$ cat config.mk
export PLATFORM = sky130hd
export DESIGN_NAME = cmd_decoder
export DESIGN_NICKNAME = d
export VERILOG_FILES = /design/src/rtl/cmd_decoder_pkg.sv /design/src/rtl/opcode_lut.sv /design/src/rtl/cmd_decoder.sv
export SDC_FILE = /design/constraint.sdc
export NUM_CORES = 1
export LEC_CHECK = 0
export ABC_AREA = 1
export BUFFER_PORTS_ARGS = -buffer_cell sky130_fd_sc_hd__buf_2
export CELL_PAD_IN_SITES_DETAIL_PLACEMENT = 1
export CELL_PAD_IN_SITES_GLOBAL_PLACEMENT = 1
export CORE_MARGIN = 2
export CORE_UTILIZATION = 31
export CTS_CLUSTER_SIZE = 40
export DETAILED_ROUTE_END_ITERATION = 7
export PLACE_DENSITY = 0.83
export SKIP_CTS_REPAIR_TIMING = 1
export SYNTH_ARGS = -nofsm -noshare
export SYNTH_HDL_FRONTEND = slang
export SYNTH_SLANG_ARGS = --single-unit
$ cat constraint.sdc
create_clock -name clk -period 1.8 [get_ports clk]
set_input_delay 0.36 -clock clk [delete_from_list [all_inputs] [get_ports clk]]
set_output_delay 0.36 -clock clk [all_outputs]
set_load 0.005 [all_outputs]
$ cat src/rtl/cmd_decoder_pkg.sv
// Shared opcode map, FSM state encoding and command-window helpers for the
// command decoder.
package cmd_decoder_pkg;

   localparam logic [7:0] OP_NOP  = 8'h00;
   localparam logic [7:0] OP_PUSH = 8'h01;
   localparam logic [7:0] OP_POP  = 8'h02;
   localparam logic [7:0] OP_ADD  = 8'h03;
   localparam logic [7:0] OP_SUB  = 8'h04;
   localparam logic [7:0] OP_MUL  = 8'h05;
   localparam logic [7:0] OP_MOV  = 8'h06;
   localparam logic [7:0] OP_JMP  = 8'h10;
   localparam logic [7:0] OP_JZ   = 8'h11;
   localparam logic [7:0] OP_JNZ  = 8'h12;
   localparam logic [7:0] OP_HLT  = 8'hFF;

   typedef enum logic [2:0] {
      ST_WAIT,
      ST_DISPATCH,
      ST_EXEC,
      ST_ISSUE,
      ST_HALT,
      ST_ERR
   } state_t;

   typedef enum logic [1:0] {
      COND_ALWAYS,
      COND_ZERO,
      COND_NZERO
   } cond_t;

   typedef struct packed {
      logic [1:0] size;
      logic       is_jump;
      cond_t      cond;
      logic       is_halt;
      logic       needs_exe;
      logic       illegal;
   } op_info_t;

   // Command length in words; unknown opcodes report 1 but never retire.
   function automatic logic [1:0] op_size(input logic [7:0] op);
      case (op)
         OP_PUSH, OP_JMP, OP_JZ, OP_JNZ: op_size = 2'd2;
         OP_MOV:                         op_size = 2'd3;
         default:                        op_size = 2'd1;
      endcase
   endfunction

   function automatic int word_lsb(input int idx, input int width);
      return idx * width;
   endfunction

endpackage

$ cat src/rtl/opcode_lut.sv
// Combinational opcode classifier: size, jump kind, halt, executor need and
// legality for one opcode byte.
module opcode_lut
   import cmd_decoder_pkg::*;
(
   input  logic [7:0] opcode,
   output op_info_t   info
);

   always_comb begin
      info      = '0;
      info.size = op_size(opcode);
      info.cond = COND_ALWAYS;
      case (opcode)
         OP_NOP: ;
         OP_PUSH, OP_POP, OP_ADD, OP_SUB, OP_MUL, OP_MOV: info.needs_exe = 1'b1;
         OP_JMP: info.is_jump = 1'b1;
         OP_JZ: begin
            info.is_jump   = 1'b1;
            info.cond      = COND_ZERO;
            info.needs_exe = 1'b1;
         end
         OP_JNZ: begin
            info.is_jump   = 1'b1;
            info.cond      = COND_NZERO;
            info.needs_exe = 1'b1;
         end
         OP_HLT:  info.is_halt = 1'b1;
         default: info.illegal = 1'b1;
      endcase
   end

endmodule

$ cat src/rtl/cmd_decoder.sv
// Decode/dispatch stage between fetcher and executor: captures the command
// window, hands work to the executor, and tells the fetcher how to move ip.
//
// state    | meaning
// WAIT     | idle, capture window on exe_flag
// DISPATCH | dec_valid high, waiting for dec_ready
// EXEC     | executor busy, waiting for exe_done
// ISSUE    | one-cycle ready_flag to fetcher
// HALT     | HLT retired, terminal until reset
// ERR      | illegal opcode captured, terminal until reset
module cmd_decoder
   import cmd_decoder_pkg::*;
#(
   parameter int address_size = 32,
   parameter int word_size    = 32
) (
   input  logic                     clk,
   input  logic                     rst_n,
   input  logic [3*word_size-1:0]   cmd_arguments,
   input  logic                     exe_flag,
   output logic                     ready_flag,
   output logic [1:0]               prev_cmd_size,
   output logic                     jmp_flag,
   output logic [address_size-1:0]  new_exe_addr_offset,
   output logic                     dec_valid,
   input  logic                     dec_ready,
   output logic [7:0]               dec_opcode,
   output logic [word_size-1:0]     dec_operand0,
   output logic [word_size-1:0]     dec_operand1,
   input  logic                     exe_done,
   input  logic                     exe_zero,
   output logic                     halted,
   output logic                     illegal
);

   localparam int W0_LSB = word_lsb(0, word_size);
   localparam int W1_LSB = word_lsb(1, word_size);
   localparam int W2_LSB = word_lsb(2, word_size);

   state_t                   state, state_nxt;
   logic [7:0]               opcode_q;
   logic [word_size-1:0]     opnd0_q, opnd1_q;
   logic [1:0]               size_q;
   logic                     jmp_q;
   logic [address_size-1:0]  off_q;

   logic [7:0]               win_opcode;
   logic [word_size-1:0]     win_word1, win_word2;
   logic                     unused_w0_hi;
   logic                     capture;
   logic [7:0]               lut_opcode;
   op_info_t                 info;
   logic [word_size-1:0]     jmp_word;
   logic [address_size-1:0]  off_ext;
   logic                     taken;
   logic                     issue_load;

   assign win_opcode   = cmd_arguments[W0_LSB +: 8];
   assign win_word1    = cmd_arguments[W1_LSB +: word_size];
   assign win_word2    = cmd_arguments[W2_LSB +: word_size];
   assign unused_w0_hi = ^cmd_arguments[W0_LSB + word_size - 1 : W0_LSB + 8];

   assign capture = (state == ST_WAIT) && exe_flag && !ready_flag;

   // In WAIT the LUT classifies the incoming window; afterwards the held opcode.
   assign lut_opcode = (state == ST_WAIT) ? win_opcode : opcode_q;
   assign jmp_word   = (state == ST_WAIT) ? win_word1 : opnd0_q;

   opcode_lut u_opcode_lut (
      .opcode (lut_opcode),
      .info   (info)
   );

   assign off_ext = address_size'(signed'(jmp_word));

   always_comb begin
      taken = 1'b0;
      if (info.is_jump) begin
         case (info.cond)
            COND_ALWAYS: taken = 1'b1;
            COND_ZERO:   taken = exe_zero;
            COND_NZERO:  taken = !exe_zero;
            default:     taken = 1'b0;
         endcase
      end
   end

   always_comb begin
      state_nxt  = state;
      issue_load = 1'b0;
      case (state)
         ST_WAIT: begin
            if (capture) begin
               if (info.illegal)        state_nxt = ST_ERR;
               else if (info.is_halt)   state_nxt = ST_HALT;
               else if (info.needs_exe) state_nxt = ST_DISPATCH;
               else begin
                  state_nxt  = ST_ISSUE;
                  issue_load = 1'b1;
               end
            end
         end
         ST_DISPATCH: if (dec_ready) state_nxt = ST_EXEC;
         ST_EXEC: begin
            if (exe_done) begin
               state_nxt  = ST_ISSUE;
               issue_load = 1'b1;
            end
         end
         ST_ISSUE: state_nxt = ST_WAIT;
         ST_HALT:  state_nxt = ST_HALT;
         ST_ERR:   state_nxt = ST_ERR;
         default:  state_nxt = ST_WAIT;
      endcase
   end

   always_ff @(posedge clk or negedge rst_n) begin
      if (!rst_n) begin
         state    <= ST_WAIT;
         opcode_q <= '0;
         opnd0_q  <= '0;
         opnd1_q  <= '0;
         size_q   <= '0;
         jmp_q    <= 1'b0;
         off_q    <= '0;
      end else begin
         state <= state_nxt;
         if (capture) begin
            opcode_q <= win_opcode;
            opnd0_q  <= win_word1;
            opnd1_q  <= win_word2;
         end
         if (issue_load) begin
            size_q <= info.size;
            jmp_q  <= taken;
            off_q  <= taken ? off_ext : '0;
         end
      end
   end

   assign ready_flag          = (state == ST_ISSUE);
   assign dec_valid           = (state == ST_DISPATCH);
   assign halted              = (state == ST_HALT);
   assign illegal             = (state == ST_ERR);
   assign prev_cmd_size       = size_q;
   assign jmp_flag            = jmp_q;
   assign new_exe_addr_offset = off_q;
   assign dec_opcode          = opcode_q;
   assign dec_operand0        = opnd0_q;
   assign dec_operand1        = opnd1_q;

endmodule

Word-level counts from Yosys, hierarchy flattened:

Index checks and enable logic that the tools add are counted.

* bits in registers: 110
* latch bits: 0
* memories: 0
* memory bits (read-only): 0
* memory bits (writable): 0

* order comparisons: 0
* bitwise gates (word level): 0
* reduce and logical (&&, ||, !) cells: 12
* div/mod/pow operators: 0
* equal/unequal tests: 20
* add/sub/neg operators: 0
* mux-type cells: 23
* shift-type cells: 0
* $mul: 0

Operators with widths (count)
* $mux W32: 2
* $eq A8 B3 Y1 const B: 3
* $eq A8 B5 Y1 const B: 3
* $eq A8 B2 Y1 const B: 2
* $mux W3: 5
* $pmux W3 S5: 1
* $reduce_or A11 Y1: 1
* $mux W1: 9
* $eq A8 B1 Y1 const B: 1
* $eq A8 B8 Y1 const B: 1
* $logic_not A8 Y1: 1
* $mux W8: 1
* $pmux W2 S2: 2
* $reduce_or A8 Y1: 1
* $eq A3 B2 Y1 const B: 2
* $eq A3 B3 Y1 const B: 2
* $ne A2 B2 Y1 const B: 2
* $reduce_or A4 Y1: 1
* $eq A3 B1 Y1 const B: 1
* $logic_not A3 Y1: 1
* $pmux W1 S3: 1
* $reduce_and A3 Y1: 1
* $reduce_or A3 Y1: 1
* $eq A2 B1 Y1 const B: 1
* other kinds (7): 9

Logic depth before layout (Yosys ltp):

Gate-level depths: netlist (run 1).

* depth in word-level cells: 10
* mapped depth: 15

Hierarchy:

A second synthesis (run 1) with hierarchy kept.

* cell total of the unflattened synthesis: 685
* area, all modules: 5252.5 µm²

By module, submodules not included
* cmd_decoder: cells an instance 630, area each 5009.8 µm², times used 1
* opcode_lut: cells an instance 55, area each 242.7 µm², times used 1

Worst setup path before layout (run 1):

Ideal clock, no wire load.

* path kind: flip-flop to flip-flop
* start point: register state[1]
* end point: register off_q[10], in the netlist new_exe_addr_offset[10]
* period minus slack after synthesis: 1.890 ns
* path slack: -0.090 ns
* required time: 1.683 ns
* stages on the path, launching flop included: 14
* library setup time: 0.117 ns
* arrival: 1.773 ns
* cell sequence: dfrtp_1 > buf_2 > inv_2 > buf_4 > nand3_1 > nand2_1 > nand2_1 > nor2_2 > nand2_1 > nand2_2 > nand4_4 > buf_2 > nand3_1 > nand2_1

* cells in the longest elaborated chain, start to end: 10
* elaborated cells on any way between the ends: 37
* those cells by class: 14 x eq/ne; 14 x mux; 9 x reduce/logical

Ends and longest elaborated chain
* from (decl): line cmd_decoder.sv:40 `state_t state, state_nxt;`
* from (signal assigned): line cmd_decoder.sv:127 `state <= state_nxt;`
* $logic_not A3 Y1
* $mux W8: line cmd_decoder.sv:66 `assign lut_opcode = (state == ST_WAIT) ? win_opcode : opcode_q;`
* $eq A8 B1 Y1 (tied with other cells): line opcode_lut.sv:14 `case (opcode)`
* $reduce_or A8 Y1 (no source line)
* $mux W1: line opcode_lut.sv:14
* $mux W1: line cmd_decoder.sv:96 `else if (info.needs_exe) state_nxt = ST_DISPATCH;`
* $mux W1: line cmd_decoder.sv:95 `else if (info.is_halt) state_nxt = ST_HALT;`
* $mux W1: line cmd_decoder.sv:94 `if (info.illegal) state_nxt = ST_ERR;`
* $mux W1: line cmd_decoder.sv:93 `if (capture) begin`
* $pmux W1 S2: line cmd_decoder.sv:91 `case (state)`
* to (signal assigned): line cmd_decoder.sv:136 `off_q <= taken ? off_ext : '0;`
* to (decl): line cmd_decoder.sv:45 `logic [address_size-1:0] off_q;`

Several ways; a longest one is shown, not always the timed one.
A chain may end at the register's enable or synchronous reset.

Final worst setup path (run 1):

* start point: register state[2]
* end point: register off_q[16], in the netlist new_exe_addr_offset[16]

Same word-level chain as after synthesis.

==> flow_summary.yaml, run 1 <==
outcome:
  status: "finished, violations left"
  violations: "negative hold slack, negative setup slack"
layout:
  drive_gt1_share_pct: 36.2
  fin_nets: 1026
  synthToLayoutAreaGrowth_pct: 46.9
  antennaDiodeCount: 0
  final_common_cell: "nand2_1"
  final_cell_mix: "nand2_1, buf_2, dfrtp_1"
  design_area_um2: 7710
  n_fill_cell: 2054
die:
  ios: 213
  coreArea_um2: 16600
  dieArea_um2: 18000
  start_util_pct: 31.7
  chipWidth_um: 134
  rows: 47
  die_h_um: 134
drt:
  totalWireLength_um: 18600
  post_drt_wl_per_cell_um: 16.2
  wl_met3_um: 1190
  top_layer: "met4"
  via_per_inst: 4.72
  dr.first_iter.drc_count: 173
  vias: 5418
  ant_nets: 0
  first_pass_iters: 4
  drcViolationCount: 0
  wl_met1_um: 7780
  met2_length_um: 9260
sta:
  hold_viol: 1
  drv_slew: 0
  setup_viol: 38
  finClkSkew_ns: 0.0113
  slew_headroom_pct: 62.7
  rsz0062_at_grt: "yes"
  finalWorstSetupSlack_ns: -0.275
  finalCritPeriodShare_pct: 115
  worst_slew_pin_slew_ns: 0.559
  period_needed_ns: 2.08
  fmax_ghz: 0.482
  whs_ns: -0.00115
place:
  placed_cell_area_um2: 6770
  hpwl_um: 12000
  io_buffers: 188
  place.gp.congestion: 0.795
  place_ws_ns: -0.338
yosys:
  synth_cells: 693
  yosys.area_share.simple_pct: 32.3
  synth_xor_area_share_pct: 0
  synth_top_family_by_area: "simple AND/OR/NAND/NOR gates"
  yosysSeqAreaShare_pct: 52.4
  synth-compound-area-share_pct: 7.41
  yosys_register_bits: 110
  yosysUniqueCellTypes: 22
  netlist_area_um2: 5250
  synth_fp_nets: 795
  muxShareOfSynthArea_pct: 0
  ys.warnings.count: 0
  synth.avg_cell_area_um2: 7.57
  synth_adder_area_share_pct: 0
clocking:
  htree_levels: 3
  clockBufferDepth: 2
  cts.clk_slew.worst_paths_ns: 0.08
  clock_sinks: 110
  clock_latency_ns: 0.35
  root_buffer: "clkbuf_16"
  cts_tree: "done"
  cts_buffers: 9
min_path:
  hp-class: "input pin to asynchronous set/reset pin"
setup_path:
  worstPathArrival_ns: 2.32
  cp-start-kind: "register"
  crit_family: "simple AND/OR/NAND/NOR gates"
  cp_max_fo: 8
  critPathSlowestCell: "dfrtp_1"
  crit_type: "register to register"
  worst-path-buf-inv: 3
  cp.required_ns: 2.05
  endpoint_kind: "register"
  max_stage_delay_ns: 0.41
  crit_path_cell_trace: "nor2_4, buf_6, buf_6, nand3b_1, nand2_2, nand2_2, nor2_4, nand3b_1, nand3b_4, clkbuf_16, nor2_1, nand2_1, nand2_1"
job:
  drv_cap: 0
power_and_ir_drop:
  p_leak_nw: 4.31
  peakVddDrop_uv: 602
  power_mw: 10.3
  powerDensity_nw_per_um2: 1340
global_route:
  globalRouteTotalUtil_pct: 18.8
  grt_pass1_wl_um: 27000
  antenna_found_initial: 0
  grt_pass1_vias: 5422
  gr-total-overflow: 0
  grt_max_degree: 69
## through the flow
step                      setup TNS [ns]  hold slack, ns  utilization [%]  std cells
after floorplan                    -2.74          0.0644                -        693
after global placement             -9.38           0.411             40.8       1111
after detailed placement          -11.20           0.416             40.8       1111
after CTS                         -13.37          0.0354             42.7       1127
after global routing              -17.22          0.0279             46.5       1149
final                              -9.00        -0.00115             46.5       1149
## metal layers
metal | track usage, % | vias up
met5 | 0 | -
met1 | 23.1 | 2597
met4 | 4.91 | 0
li1 | - | 2613
met2 | 32.9 | 178
met3 | 4.65 | 30
## cells by family (layout without fill, tap and decap cells)
| family | after synthesis | in the layout |
|---|---|---|
| compound gates | 77 | 77 |
| flops | 110 | 110 |
| buf+inv | 96 | 331 |
| simple gates | 410 | 411 |
## where the power goes
| part | switching [mW] | total [mW] | leakage (nW) | internal [mW] |
|---|---|---|---|---|
| Combinational | 2.47 | 4.39 | 2.74 | 1.92 |
| Clock | 0.978 | 2.11 | 0.145 | 1.13 |
| Sequential | 0.536 | 3.80 | 1.42 | 3.27 |
| Total | 3.99 | 10.3 | 4.31 | 6.32 |
## worst paths after layout
| path | startpoint | endpoint | slack [ns] | depth (start not counted) |
|---|---|---|---|---|
| max | state[2] | new_exe_addr_offset[16] | -0.28 | 13 |
| min | rst_n | new_exe_addr_offset[31] | -0.001 | 2 |
| max reg2reg | state[2] | new_exe_addr_offset[16] | -0.28 | 13 |
| min reg2reg | dec_operand1[27] | dec_operand1[27] | 0.48 | 2 |
| max in group asynchronous | rst_n | dec_operand1[24] | 1.30 | 2 |
| min in group clk | cmd_arguments[77] | dec_operand1[13] | 0.20 | 3 |
## Yosys cell counts, drive strengths merged
cell type  instances  area, um^2
nand3             50         250
dfrtp            110        2750
nor3               3        15.0
inv               59         221
nand2            297        1130
clkbuf            24        90.1
a21oi              2        10.0
o21ai             75         379
nand3b             7        65.1
nor2              51         206
nand4              2        27.5
buf               13        98.8
## layout make-up
class | count | area, um^2 | share of cell area [%]
Inverter | 59 | 234 | 3.03
Sequential cell | 110 | 2750 | 35.7
Tap cell | 220 | 275 | 3.57
Timing Repair Buffer | 256 | 1810 | 23.5
Clock buffer | 10 | 239 | 3.10
Multi-Input combinational cell | 488 | 2330 | 30.2
Clock inverter | 6 | 71.3 | 0.925
## sequential cells by signal (all words and copies together) (netlist names)
signal,flops
dec_opcode,8
state,3
jmp_flag,1
prev_cmd_size,2
dec_operand0,32
dec_operand1,32
new_exe_addr_offset,32
Note: power is estimated with default switching activity, not from simulation.
==> inputs of run 2 (changes only) <==
--- a/config.mk
+++ b/config.mk
@@ -5,12 +5,11 @@
 export SDC_FILE = /design/constraint.sdc
 export NUM_CORES = 1
 export LEC_CHECK = 0
-export ABC_AREA = 1
 export BUFFER_PORTS_ARGS = -buffer_cell sky130_fd_sc_hd__buf_2
 export CELL_PAD_IN_SITES_DETAIL_PLACEMENT = 1
 export CELL_PAD_IN_SITES_GLOBAL_PLACEMENT = 1
-export CORE_MARGIN = 2
-export CORE_UTILIZATION = 31
+export CORE_MARGIN = 3
+export CORE_UTILIZATION = 32
 export CTS_CLUSTER_SIZE = 40
 export DETAILED_ROUTE_END_ITERATION = 7
 export PLACE_DENSITY = 0.83
==> flow_summary.yaml, run 2 <==
outcome:
  status: "finished, violations left"
  violations: "negative setup slack"
die:
  ios: 213
  coreArea_um2: 14900
  die_h_um: 131
  dieArea_um2: 17100
  rows: 44
  start_util_pct: 33.4
  chipWidth_um: 131
layout:
  drive_gt1_share_pct: 39.9
  fin_util_pct: 45.7
  antennaDiodeCount: 0
  fin_cells: 904
  fin_nets: 818
  final_cell_mix: "nand2_1, buf_2, dfrtp_1"
  final_common_cell: "nand2_1"
  synthToLayoutAreaGrowth_pct: 36.8
yosys:
  ys.warnings.count: 0
  ys_top_cells_by_count: "nand2_1, dfrtp_1, mux2i_1"
  synth.avg_cell_area_um2: 9.78
  synth_cells: 508
  netlist_area_um2: 4970
  yosysSeqAreaShare_pct: 55.4
  synth_most_common_cell: "nand2_1"
  synth-edff-count: 0
  synthArstFlopShare_pct: 100
  yosys_register_bits: 110
  synth_fp_nets: 610
  synth_area_leaders: "dfrtp_1, nand2_1, o31ai_2"
  yosysTopAreaCell: "dfrtp_1"
  yosysUniqueCellTypes: 37
  synth_top_area_share_pct: 55.4
  synth_ff_type: "dfrtp_1"
sta:
  fmax_ghz: 0.514
  tns_ns: -3.63
  finalCritPeriodShare_pct: 108
  hold_viol: 0
  period_needed_ns: 1.95
  whs_ns: 0.197
  drv_slew: 0
  finClkSkew_ns: 0.00572
  finalWorstSetupSlack_ns: -0.147
  worst_slew_pin_slew_ns: 0.537
  setup_viol: 36
  rsz0062_at_grt: "yes"
  slew_headroom_pct: 64.2
place:
  dp_cells: 885
  io_buffers: 188
  place.gp.congestion: 0.862
  place_ws_ns: -0.244
  hpwl_um: 11500
drt:
  via_per_inst: 4.92
  totalWireLength_um: 15700
  dr.first_iter.drc_count: 129
  first_pass_iters: 4
  vias: 4447
  post_drt_wl_per_cell_um: 17.3
  drcViolationCount: 0
  ant_nets: 0
min_path:
  whs_path_depth: 3
  hp-start: "cmd_arguments[77]"
  worstHoldEndpoint: "dec_operand1[13]"
  hp-class: "input pin to register"
setup_path:
  crit_type: "register to register"
  cp-start-kind: "register"
  r2r-end: "new_exe_addr_offset[6]"
  endpoint_kind: "register"
  r2r_start: "dec_opcode[7]"
  worstPathArrival_ns: 2.20
  rrSetupSlack_ns: -0.15
  cp.required_ns: 2.05
  reg2reg_depth: 5
  cp_max_fo: 33
power_and_ir_drop:
  clkPwrFrac_pct: 21.3
  peakVddDrop_uv: 660
  p_seq_share_pct: 39.9
  powerDensity_nw_per_um2: 1450
  p_sw_share_pct: 36.1
  internal_power_mw: 6.30
  power_frac_comb_pct: 38.8
  p_leak_nw: 3.54
  p_switching_mw: 3.56
global_route:
  globalRouteTotalUtil_pct: 18.4
  antenna_found_initial: 0
  grt_max_degree: 69
  gr-total-overflow: 0
  grt_pass1_wl_um: 24700
  grt_pass1_vias: 4906
clocking:
  clock_latency_ns: 0.35
  root_buffer: "clkbuf_16"
  cts_buffers: 9
  htree_levels: 3
  cts_tree: "done"
  clockBufferDepth: 2
  cts.clk_slew.worst_paths_ns: 0.07
  clock_sinks: 110
job:
  drv_cap: 0
==> run 2: cell count changes after synthesis, sizes merged, moves of 7 or more <==
| cell | before | now |
|---|---|---|
| nand3 | 50 | 0 |
| inv | 59 | 2 |
| nor2 | 51 | 8 |
| mux2i | 0 | 33 |
| o21ai | 75 | 5 |
| o31ai | 0 | 33 |
| nand2 | 297 | 246 |
| clkbuf | 24 | 17 |
| nand3b | 7 | 0 |
==> run 2: layer usage <==
layer  GRT usage [%]  vias up  wire (um)
met3            5.24       19        940
met1            20.7     2211       6420
met2            33.4      131       8060
met4            6.29        0        250
met5               0        -          0
li1                -     2086          -
==> run 2: critical path: stages, from the launching register on <==
cell and delay, ns:
dfrtp_1 0.39, or4_4 0.59, nor4b_4 0.25, a22oi_2 0.13, buf_12 0.21, o31ai_2 0.26
==> run 2: worst max path at each step <==
stage | start | end | slack (ns)
after global placement | cmd_arguments[3] | new_exe_addr_offset[30] | -0.14
after global routing | dec_opcode[7] | new_exe_addr_offset[18] | -0.22
after floorplan | dec_opcode[7] | new_exe_addr_offset[30] | -0.01
final | dec_opcode[7] | new_exe_addr_offset[6] | -0.15
after CTS | dec_opcode[7] | new_exe_addr_offset[6] | -0.16
after detailed placement | cmd_arguments[3] | new_exe_addr_offset[6] | -0.24
==> run 2: kinds of logic after synthesis <==
kind of cell | count (synthesis) | synth area share (%)
compound gates | 49 | 10.4
mux | 35 | 7.10
simple gates | 279 | 22.9
xor+xnor | 2 | 0.353
flops | 110 | 55.4
buf+inv | 33 | 3.78
==> run 2: power by group through the flow <==
stage,Sequential (mW),Combinational [mW],Clock (mW)
2_1_floorplan,4.02,1.68,0
3_3_place_gp,3.91,3.60,0
3_5_place_dp,3.98,3.81,0
4_1_cts,3.95,3.82,2.18
5_1_grt,4.07,4.32,2.26
6_report,3.94,3.83,2.10
==> run 2: per-stage QoR <==
| step | power [mW] | cell area, um^2 |
|---|---|---|
| after floorplan | 5.71 | 5040 |
| after global placement | 7.51 | 6390 |
| after detailed placement | 7.80 | 6390 |
| after CTS | 9.95 | 6700 |
| after global routing | 10.7 | 6790 |
| final | 9.86 | 6790 |
==> run 2: layout make-up <==
class	instances	area [um^2]
Sequential cell	110	2750
Inverter	2	7.51
Multi-Input combinational cell	365	2110
Clock inverter	4	72.6
Fill cell	1767	8070
Timing Repair Buffer	228	1390
Clock buffer	11	233
Tap cell	184	230
